==> config.mk <==
export PLATFORM = sky130hd
export DESIGN_NAME = sha256_block_sequencer_flat
export DESIGN_NICKNAME = d
export VERILOG_FILES = /design/src/rtl/sha256_block_sequencer_if.sv /design/src/rtl/sha256_block_sequencer.sv /design/src/flat_wrapper.sv
export SDC_FILE = /design/constraint.sdc
export NUM_CORES = 1
export LEC_CHECK = 0
export ABC_AREA = 1
export CORE_MARGIN = 5
export CORE_UTILIZATION = 46
export CTS_BUF_LIST = sky130_fd_sc_hd__clkbuf_8 sky130_fd_sc_hd__clkbuf_16
export DETAILED_ROUTE_END_ITERATION = 7
export GPL_TIMING_DRIVEN = 0
export MAX_ROUTING_LAYER = met4
export PLACE_DENSITY = 0.88
export SLEW_MARGIN = 20
export SYNTH_ARGS = -nofsm -noshare
export SYNTH_HDL_FRONTEND = slang
export SYNTH_SLANG_ARGS = --single-unit
==> constraint.sdc <==
create_clock -name clk_in -period 4.47 [get_ports clk_in]
set_input_delay 0.894 -clock clk_in [delete_from_list [all_inputs] [get_ports clk_in]]
set_output_delay 0.894 -clock clk_in [all_outputs]
set_load 0.005 [all_outputs]
==> src/rtl/sha256_block_sequencer_if.sv <==
// Stream and core-bus bundle between the padding front end, the block sequencer
// and the SHA-256 core.
`timescale 1ns/1ps
interface sha256_block_sequencer_if;
  logic        blk_valid;
  logic        blk_ready;
  logic [31:0] blk_word;
  logic        blk_last;

  logic        dig_valid;
  logic        dig_ready;
  logic [31:0] dig_word;
  logic [2:0]  dig_index;

  logic [31:0] core_a;
  logic [31:0] core_d;
  logic [31:0] core_status;
  logic [31:0] core_dout;

  modport master (
    input  blk_valid, blk_word, blk_last, dig_ready, core_status, core_dout,
    output blk_ready, dig_valid, dig_word, dig_index, core_a, core_d
  );

  modport slave (
    output blk_valid, blk_word, blk_last, dig_ready, core_status, core_dout,
    input  blk_ready, dig_valid, dig_word, dig_index, core_a, core_d
  );
endinterface

==> src/rtl/sha256_block_sequencer.sv <==
// Drives the SHA-256 core command bus: loads 16-word blocks, launches compression,
// streams the digest after the final block and re-arms the core between messages.
`timescale 1ns/1ps
module sha256_block_sequencer #(
  parameter int unsigned TIMEOUT_CYCLES = 1023
) (
  input  logic                            clk_in,
  input  logic                            rst_in,
  sha256_block_sequencer_if.master        bus,
  output logic                            busy,
  output logic                            error
);

  typedef enum logic [3:0] {
    S_ARM, S_IDLE, S_OPEN, S_LOAD, S_COMMIT, S_RUN, S_RDOPEN,
    S_FETCH, S_WAITD, S_CAPT, S_PRESENT, S_CLOSE, S_REARM, S_ERR
  } state_t;

  localparam logic [2:0] CMD_NOP     = 3'b000;
  localparam logic [2:0] CMD_ARM     = 3'b001;
  localparam logic [2:0] CMD_LOAD    = 3'b010;
  localparam logic [2:0] CMD_RDOPEN  = 3'b011;
  localparam logic [2:0] CMD_START   = 3'b100;
  localparam logic [2:0] CMD_RESTART = 3'b111;

  localparam int TW = $clog2(TIMEOUT_CYCLES + 1);

  state_t        state;
  logic [5:0]    cnt;
  logic [2:0]    idx;
  logic          last;
  logic [TW-1:0] tcnt;

  // Only the completion bit of the core status word carries meaning here.
  logic unused_status;
  assign unused_status = ^bus.core_status[31:1];

  // NOTE: every register in this block uses <= so all of them update together
  // from the values present before the edge; mixing in = would make the result
  // depend on statement order.
  always_ff @(posedge clk_in or negedge rst_in) begin
    if (!rst_in) begin
      state         <= S_ARM;
      cnt           <= '0;
      idx           <= '0;
      last          <= 1'b0;
      tcnt          <= '0;
      busy          <= 1'b0;
      error         <= 1'b0;
      bus.blk_ready <= 1'b0;
      bus.dig_valid <= 1'b0;
      bus.dig_word  <= '0;
      bus.dig_index <= '0;
      bus.core_a    <= '0;
      bus.core_d    <= '0;
    end else begin
      busy <= 1'b1;
      unique case (state)
        S_ARM: begin
          bus.core_a <= {CMD_ARM, 29'b0};
          busy       <= 1'b0;
          state      <= S_IDLE;
        end
        S_IDLE: begin
          bus.core_a <= '0;
          busy       <= bus.blk_valid;
          if (bus.blk_valid) state <= S_OPEN;
        end
        S_OPEN: begin
          bus.core_a    <= {CMD_LOAD, 29'b0};
          cnt           <= '0;
          bus.blk_ready <= 1'b1;
          state         <= S_LOAD;
        end
        S_LOAD: begin
          // core_a/core_d are simply held on idle cycles: the core rewrites the
          // same schedule slot with the same word, which is harmless.
          if (bus.blk_valid && bus.blk_ready) begin
            bus.core_a <= {CMD_LOAD, 23'b0, cnt};
            bus.core_d <= bus.blk_word;
            cnt        <= cnt + 6'd1;
            if (cnt == 6'd15) begin
              last          <= bus.blk_last;
              bus.blk_ready <= 1'b0;
              state         <= S_COMMIT;
            end
          end
        end
        S_COMMIT: begin
          bus.core_a <= {CMD_START, 29'b0};
          tcnt       <= '0;
          state      <= S_RUN;
        end
        S_RUN: begin
          bus.core_a <= '0;
          if (bus.core_status[0]) begin
            if (last) begin
              state <= S_RDOPEN;
            end else begin
              busy  <= 1'b0;
              state <= S_IDLE;
            end
          end else if (tcnt == TW'(TIMEOUT_CYCLES - 1)) begin
            error <= 1'b1;
            state <= S_ERR;
          end else begin
            tcnt <= tcnt + 1'b1;
          end
        end
        S_RDOPEN: begin
          bus.core_a <= {CMD_RDOPEN, 29'b0};
          idx        <= '0;
          state      <= S_FETCH;
        end
        S_FETCH: begin
          bus.core_a <= {CMD_RDOPEN, 26'b0, idx};
          state      <= S_WAITD;
        end
        S_WAITD: state <= S_CAPT;
        S_CAPT: begin
          bus.dig_word  <= bus.core_dout;
          bus.dig_index <= idx;
          bus.dig_valid <= 1'b1;
          state         <= S_PRESENT;
        end
        S_PRESENT: begin
          if (bus.dig_ready) begin
            bus.dig_valid <= 1'b0;
            if (idx == 3'd7) begin
              bus.core_a <= {CMD_NOP, 29'b0};
              state      <= S_CLOSE;
            end else begin
              idx   <= idx + 3'd1;
              state <= S_FETCH;
            end
          end
        end
        S_CLOSE: begin
          bus.core_a <= {CMD_RESTART, 29'b0};
          state      <= S_REARM;
        end
        S_REARM: begin
          // Quiet cycle while the core sits in WAIT reloading H0..H7.
          bus.core_a <= '0;
          state      <= S_ARM;
        end
        S_ERR: begin
          bus.core_a    <= '0;
          bus.blk_ready <= 1'b0;
          bus.dig_valid <= 1'b0;
        end
        default: begin
          error <= 1'b1;
          state <= S_ERR;
        end
      endcase
    end
  end

endmodule

==> src/flat_wrapper.sv <==
// flat-port wrapper written by rule: the top's interface ports become plain ports
module sha256_block_sequencer_flat 
#(
  parameter int unsigned TIMEOUT_CYCLES = 1023
)
  (clk_in, rst_in, busy, error, bus_blk_valid, bus_blk_word, bus_blk_last, bus_dig_ready, bus_core_status, bus_core_dout, bus_blk_ready, bus_dig_valid, bus_dig_word, bus_dig_index, bus_core_a, bus_core_d);
  sha256_block_sequencer_if bus_i ();
  input  logic clk_in;
  input  logic rst_in;
  output logic busy;
  output logic error;
  input wire logic [$bits(bus_i.blk_valid)-1:0] bus_blk_valid;
  input wire logic [$bits(bus_i.blk_word)-1:0] bus_blk_word;
  input wire logic [$bits(bus_i.blk_last)-1:0] bus_blk_last;
  input wire logic [$bits(bus_i.dig_ready)-1:0] bus_dig_ready;
  input wire logic [$bits(bus_i.core_status)-1:0] bus_core_status;
  input wire logic [$bits(bus_i.core_dout)-1:0] bus_core_dout;
  output wire logic [$bits(bus_i.blk_ready)-1:0] bus_blk_ready;
  output wire logic [$bits(bus_i.dig_valid)-1:0] bus_dig_valid;
  output wire logic [$bits(bus_i.dig_word)-1:0] bus_dig_word;
  output wire logic [$bits(bus_i.dig_index)-1:0] bus_dig_index;
  output wire logic [$bits(bus_i.core_a)-1:0] bus_core_a;
  output wire logic [$bits(bus_i.core_d)-1:0] bus_core_d;
  assign bus_i.blk_valid = bus_blk_valid;
  assign bus_i.blk_word = bus_blk_word;
  assign bus_i.blk_last = bus_blk_last;
  assign bus_i.dig_ready = bus_dig_ready;
  assign bus_i.core_status = bus_core_status;
  assign bus_i.core_dout = bus_core_dout;
  assign bus_blk_ready = bus_i.blk_ready;
  assign bus_dig_valid = bus_i.dig_valid;
  assign bus_dig_word = bus_i.dig_word;
  assign bus_dig_index = bus_i.dig_index;
  assign bus_core_a = bus_i.core_a;
  assign bus_core_d = bus_i.core_d;
  sha256_block_sequencer #(.TIMEOUT_CYCLES(TIMEOUT_CYCLES)) u_core (.clk_in(clk_in), .rst_in(rst_in), .bus(bus_i), .busy(busy), .error(error));
endmodule
==> metrics, run 1 <==
outcome=complete, no violations; Max H-tree Level=3; Min Hold Slack=0.427 ns; syn_area_per_cell=~9 sq um; switching power total=1300 uW; largest net degree at the start of global routing=64; crit path time final=2.16 ns; sequential share of power=40.0%; Peak VDD IR=0.312 mV; port buffer count=149; DRT antenna net count=0; CP top delay family=buffers and inverters; Synth Instances=approximately 540; count of final setup violators=0; DR pass1 iterations=5; Total Routing Usage GR=20.5%; Num CTS Buffers=9; M2 GR Usage=34.9%; internal power=2540 uW; DRT iter0 DRCs=211; fraction of layout cells with a size suffix above 1=between 10 and 15%; clock skew=0.0142 ns; post-synthesis register bit count=104; clk buf depth=2; WP data required=around 3.6 ns; die width=113 microns; Total Wirelength=between 10000 and 15000 microns; I/O pin total=204; synth warn=0; number of distinct library cells after synthesis=37; Hold Buf Count CTS=0; gr busiest metal=met2; synth-to-layout area growth=39.8%; first-pass GRT wire length=20700 microns; CP cell instances=clkdlybuf4s50_1; Vias=about 4200; Syn Std Cell Area=around 4900 sq um; Root Driver=clkbuf_8; core area=10400 sq um; post-route DRC violation count=0; Worst Hold Class=in -> async; GRT overflow=0; DP HPWL=~9500 microns; die area=12800 sq um; number of global-route vias before repair=4492; Slew Viols, Final=0; Ant. Diodes=0; crit share post-route=around half; LEAKAGE=0.00326 uW; CTS tree=yes; met3 Resource Use GR=4.92%; clock group share of total power=14.4%; CP arrival=1.27 ns; Clock Latency Late Sink=0.37 ns; commonest non-fill, non-tap cell in the layout=nand2_1; fin nets=824; Placer Congestion=0.943; Die H=113 microns; RSZ-0062 raised after global routing=no; crit-path max FO=3; # Post-CTS Setup Buffers=0; most frequent cells in the layout=188 x nand2_1, 148 x clkdlybuf4s50_1, 104 x dfrtp_1, 34 x inv_1, 32 x nor2_1; Final Hold Vio Count=0; Slowest-stage cell, CP=clkdlybuf4s50_1; Power per Cell Area=561 nW/um^2; Switching Share=33.8%; sequential fraction of the synthesis area=a little over half; worst path bufs/invs=1; max incr delay on CP=~0.54 ns; met1 Use GR=23.0%; CP endpoint kind=output pin; Vias/cell=between 4 and 5; Combinational Power Share=between 40% and 50%; antenna violations before repair=0; Initial Util=47.2%; clock slew at reported path FFs=approximately 0.10 ns; crit path launch type=flip-flop; cts repair resizes=0; average wire per standard cell=14.3 microns; Sinks on Clock Net=104; # rows=37; critical path class=reg -> out; Max Cap Viol=0; total negative slack=0 ns; Max Fclk=462 MHz
logic make-up after synthesis:
logic type | count (synthesis) | share of synthesized area, %
simple gates | 267 | 23.2
flops | 104 | 53.2
buf+inv | 76 | 8.77
compound gates | 47 | 5.34
mux | 32 | 7.59
fa+ha+maj | 5 | 1.28
xor+xnor | 3 | 0.537
other cells | 1 | 0.0766
state kept, by name (all words and copies together), names as in the netlist:
name                  count
u_core.idx                3
u_core.bus.dig_index      3
u_core.bus.core_d        32
u_core.cnt                6
u_core.error              1
u_core.bus.blk_ready      1
u_core.state              4
u_core.bus.core_a         9
u_core.busy               1
u_core.bus.dig_valid      1
u_core.bus.dig_word      32
u_core.tcnt              10
u_core.last               1
worst paths after layout:
check / from / endpoint / slack (ns) / cells after the start
min: rst_in / u_core.state[3] / 0.43 / 1
max: u_core.bus.blk_ready / bus_blk_ready / 2.31 / 1
max in group asynchronous: rst_in / u_core.bus.core_d[8] / 3.41 / 2
min reg2reg: u_core.bus.core_d[0] / u_core.bus.core_d[0] / 0.48 / 2
max reg2reg: u_core.cnt[1] / u_core.state[0] / 2.66 / 8
min in group clk_in: u_core.bus.core_d[0] / u_core.bus.core_d[0] / 0.48 / 2
per-layer routing:
metal / up-vias / part of all wire [%]
met3: 27 / 6.9
met4: 0 / 2.7
met5: - / 0
met2: 192 / 52
li1: 2026 / -
met1: 1961 / 39
per-stage QoR:
step           worst slack, ns  area [sq um]  std cells  total power, uW  utilization [%]
2_1_floorplan             2.80          4980        557             2340                -
3_3_place_gp             -1.24          6640        842             3210             64.0
3_5_place_dp              2.14          6670        843             3300             64.3
4_1_cts                   2.28          6840        857             3870             66.0
5_1_grt                   2.23          6840        857             4120             66.0
6_report                  2.31          6840        857             3840             66.0
power groups by stage:
stage                     Clock (uW)  Sequential, uW  Combinational [uW]
after floorplan                    0            1540                 793
after global placement             0            1520                1690
after detailed placement           0            1550                1760
after CTS                        568            1530                1770
after global routing             621            1590                1920
final                            553            1530                1750
cell type report:
| cell class | instances | area (sq um) |
|---|---|---|
| Fill cell | 817 | 3530 |
| Sequential cell | 104 | 2600 |
| Multi-Input combinational cell | 377 | 1950 |
| Timing Repair Buffer | 150 | 1520 |
| Buffer | 37 | 280 |
| Tap cell | 136 | 170 |
| Inverter | 39 | 149 |
| Clock buffer | 9 | 124 |
| Clock inverter | 5 | 51.3 |
synthesized netlist by cell type, drive strengths merged:
cell type / number / area share, %
o21bai: 2 / 0.31
conb: 1 / 0.077
mux2: 32 / 7.6
xor2: 2 / 0.36
a21o: 1 / 0.15
a31o: 1 / 0.18
o21ai: 35 / 3.7
nand4: 8 / 1.3
nor2: 36 / 3.5
nor3: 1 / 0.10
dfrtp: 104 / 53
nand3: 26 / 2.8
nand2: 193 / 15
or2: 1 / 0.13
clkinv: 1 / 0.077
inv: 38 / 3.0
nand3b: 2 / 0.31
xnor2: 1 / 0.18
o221ai: 1 / 0.18
a21oi: 4 / 0.41
ha: 5 / 1.3
o22ai: 3 / 0.38
buf: 37 / 5.7
Power figures use the tool's default switching activity.
==> inputs of run 2 (changes only) <==
CORE_UTILIZATION = 39   (was 46)
PLACE_DENSITY = 0.8   (was 0.88)
clock period = 1.85 ns   (was 4.47 ns; I/O delays follow)
==> run 2 against run 1 <==
Sequential power increased by 140%. Non-clock buffer count increased by 1. Via count decreased by 5.9%. Flip-flop and latch count unchanged. Utilization decreased by 9.3 points.
==> metrics, run 2 (synthesis results as in run 1) <==
post-route DRC violation count=0 (unchanged); fill cell count=1077 (+32%); Num CTS Buffers=9 (unchanged); hold path start=u_core.bus.core_d[22]; reg-to-reg setup timing slack=0.17 ns (-2.49 ns); Vias=3956 (-5.9%); crit path launch type=flip-flop; core area=12500 sq um (+20%); LEAKAGE=0.00334 uW (+2.7%); Total Routing Usage GR=16.3% (-4.2 points); port buffer count=149 (unchanged); synth-to-layout area growth=44.3%; CP arrival=1.95 ns (+0.68 ns); # rows=41 (+11%); Switching Share=31.4% (-2.4 points); Vias/cell=4.42 (-10%); Pwr Total=9920 uW (+160%); antenna violations before repair=0 (unchanged); commonest non-fill, non-tap cell in the layout=nand2_1; WP data required=2.11 ns (-1.47 ns); Final Hold Vio Count=0 (unchanged); sequential share of power=37.1% (-2.9 points); Placer Congestion=0.888 (-5.8%); clock skew=0.00621 ns (-0.00803 ns); first-pass GRT wire length=19100 microns (-7.9%); internal power=6800 uW (+170%); Max Cap Viol=0 (unchanged); crit path time final=1.68 ns; Peak VDD IR=0.647 mV (+110%); Power per Cell Area=1400 nW/um^2 (+150%); DRT antenna net count=0 (unchanged); reg2reg start=u_core.state[3]; die area=14900 sq um (+16%); DP HPWL=8770 microns (-8.0%); fraction of layout cells with a size suffix above 1=14.9% (+0.49 points); CP Launch Point=u_core.state[3]; DR pass1 iterations=4 (-1); outcome=complete, no violations; Initial Util=39.3% (-7.9 points); Post-Place Cells=879 (+4.3%); count of final setup violators=0 (unchanged); RSZ-0062 raised after global routing=yes; largest net degree at the start of global routing=71 (+11%); GRT overflow=0 (unchanged); Max Fclk=594 MHz; I/O pin total=204 (unchanged); switching power total=3110 uW (+140%); Total Wirelength=11600 microns (-5.4%); DRT iter0 DRCs=177 (-16%); Root Driver=clkbuf_16; Sinks on Clock Net=104 (unchanged); crit-path max FO=10 (+7); Combinational Power Share=41.9% (-3.7 points); critical path class=reg -> reg; most frequent cells in the layout=188 x nand2_1, 148 x clkdlybuf4s50_1, 103 x dfrtp_1, 34 x inv_1, 32 x nor2_1; crit share post-route=approximately 91%; # Post-CTS Setup Buffers=0 (unchanged); Max H-tree Level=3 (unchanged); clock group share of total power=21.0% (+6.6 points); CTS tree=yes; Ant. Diodes=0 (unchanged); Core Util, Final=56.7% (-9.3 points); CP endpoint kind=flip-flop; number of global-route vias before repair=4059 (-9.6%); clk buf depth=2 (unchanged); Slew Viols, Final=0 (unchanged); Worst Hold Class=reg -> reg; Clock Latency Late Sink=0.34 ns (-0.03 ns); average wire per standard cell=12.9 microns (-9.5%); fin nets=825 (+0.12%); biggest regs=u_core.bus.core_d: 32 flops, u_core.bus.dig_word: 32 flops, u_core.tcnt: 10 flops; Die H=122 microns (+7.8%); clock slew at reported path FFs=0.07 ns (-0.03 ns); fin cells=896 (+4.6%); die width=122 microns (+7.8%)
-- run 2: area by class of cell --
class	instances	area [sq um]	area share, %
buffer	37	280	3.97
clock buffer	11	253	3.58
clock inverter	5	77.6	1.10
inverter	39	149	2.11
multi-input combinational	377	1950	27.7
sequential	104	2600	36.9
tap	172	215	3.05
timing repair buffer	151	1530	21.7
-- run 2: stage by stage --
stage / setup slack (ns) / area [sq um] / TNS, ns / hold WS, ns
after CTS: 0.0712 / 7050 / 0 / 0.481
after global routing: -0.0000349 / 7060 / -0.0000349 / 0.505
after floorplan: 0.406 / 4980 / 0 / 0.0744
after global placement: -3.65 / 6680 / -378.34 / 0.462
final: 0.165 / 7060 / 0 / 0.478
after detailed placement: 0.0293 / 6710 / 0 / 0.288
-- run 2: timing repair --
item | CTS | global route
setup endpoints to repair | 0 | 5
hold endpoints to repair | 34 | 0
resized for setup | 0 | 3
hold buffers | 1 | 0
-- run 2: power groups by stage --
stage | combinational (uW) | sequential [uW] | clock [uW]
after floorplan | 1920 | 3730 | 0
after global placement | 4150 | 3670 | 0
after detailed placement | 4200 | 3700 | 0
after CTS | 4210 | 3680 | 2140
after global routing | 4580 | 3810 | 2220
final | 4150 | 3680 | 2080
-- run 2: critical path, stage by stage (launching register included) --
cell and delay [ns]:
dfrtp_1 0.36, buf_2 0.19, inv_1 0.12, nand2_1 0.10
nor2_4 0.23, nand2_1 0.15, nand4_4 0.17, buf_6 0.16
nand2_1 0.05, o21ai_1 0.08
-- run 2: metal layers --
layer | track usage, % | share of wire [%] | vias up
li1 | - | - | 2031
met1 | 19.4 | 42 | 1804
met2 | 27.4 | 51 | 107
met3 | 3.71 | 5.6 | 14
met4 | 5.46 | 1.5 | 0
met5 | - | 0 | -
-- run 2: worst paths after layout --
check                                          end  depth (start not counted)
setup reg to reg             u_core.bus.core_a[30]                          9
max in group asynchronous    u_core.bus.core_d[28]                          3
hold reg to reg              u_core.bus.core_d[22]                          2
min in group asynchronous  u_core.bus.dig_word[11]                          2
setup / recovery             u_core.bus.core_a[30]                          9
hold / removal               u_core.bus.core_d[22]                          2
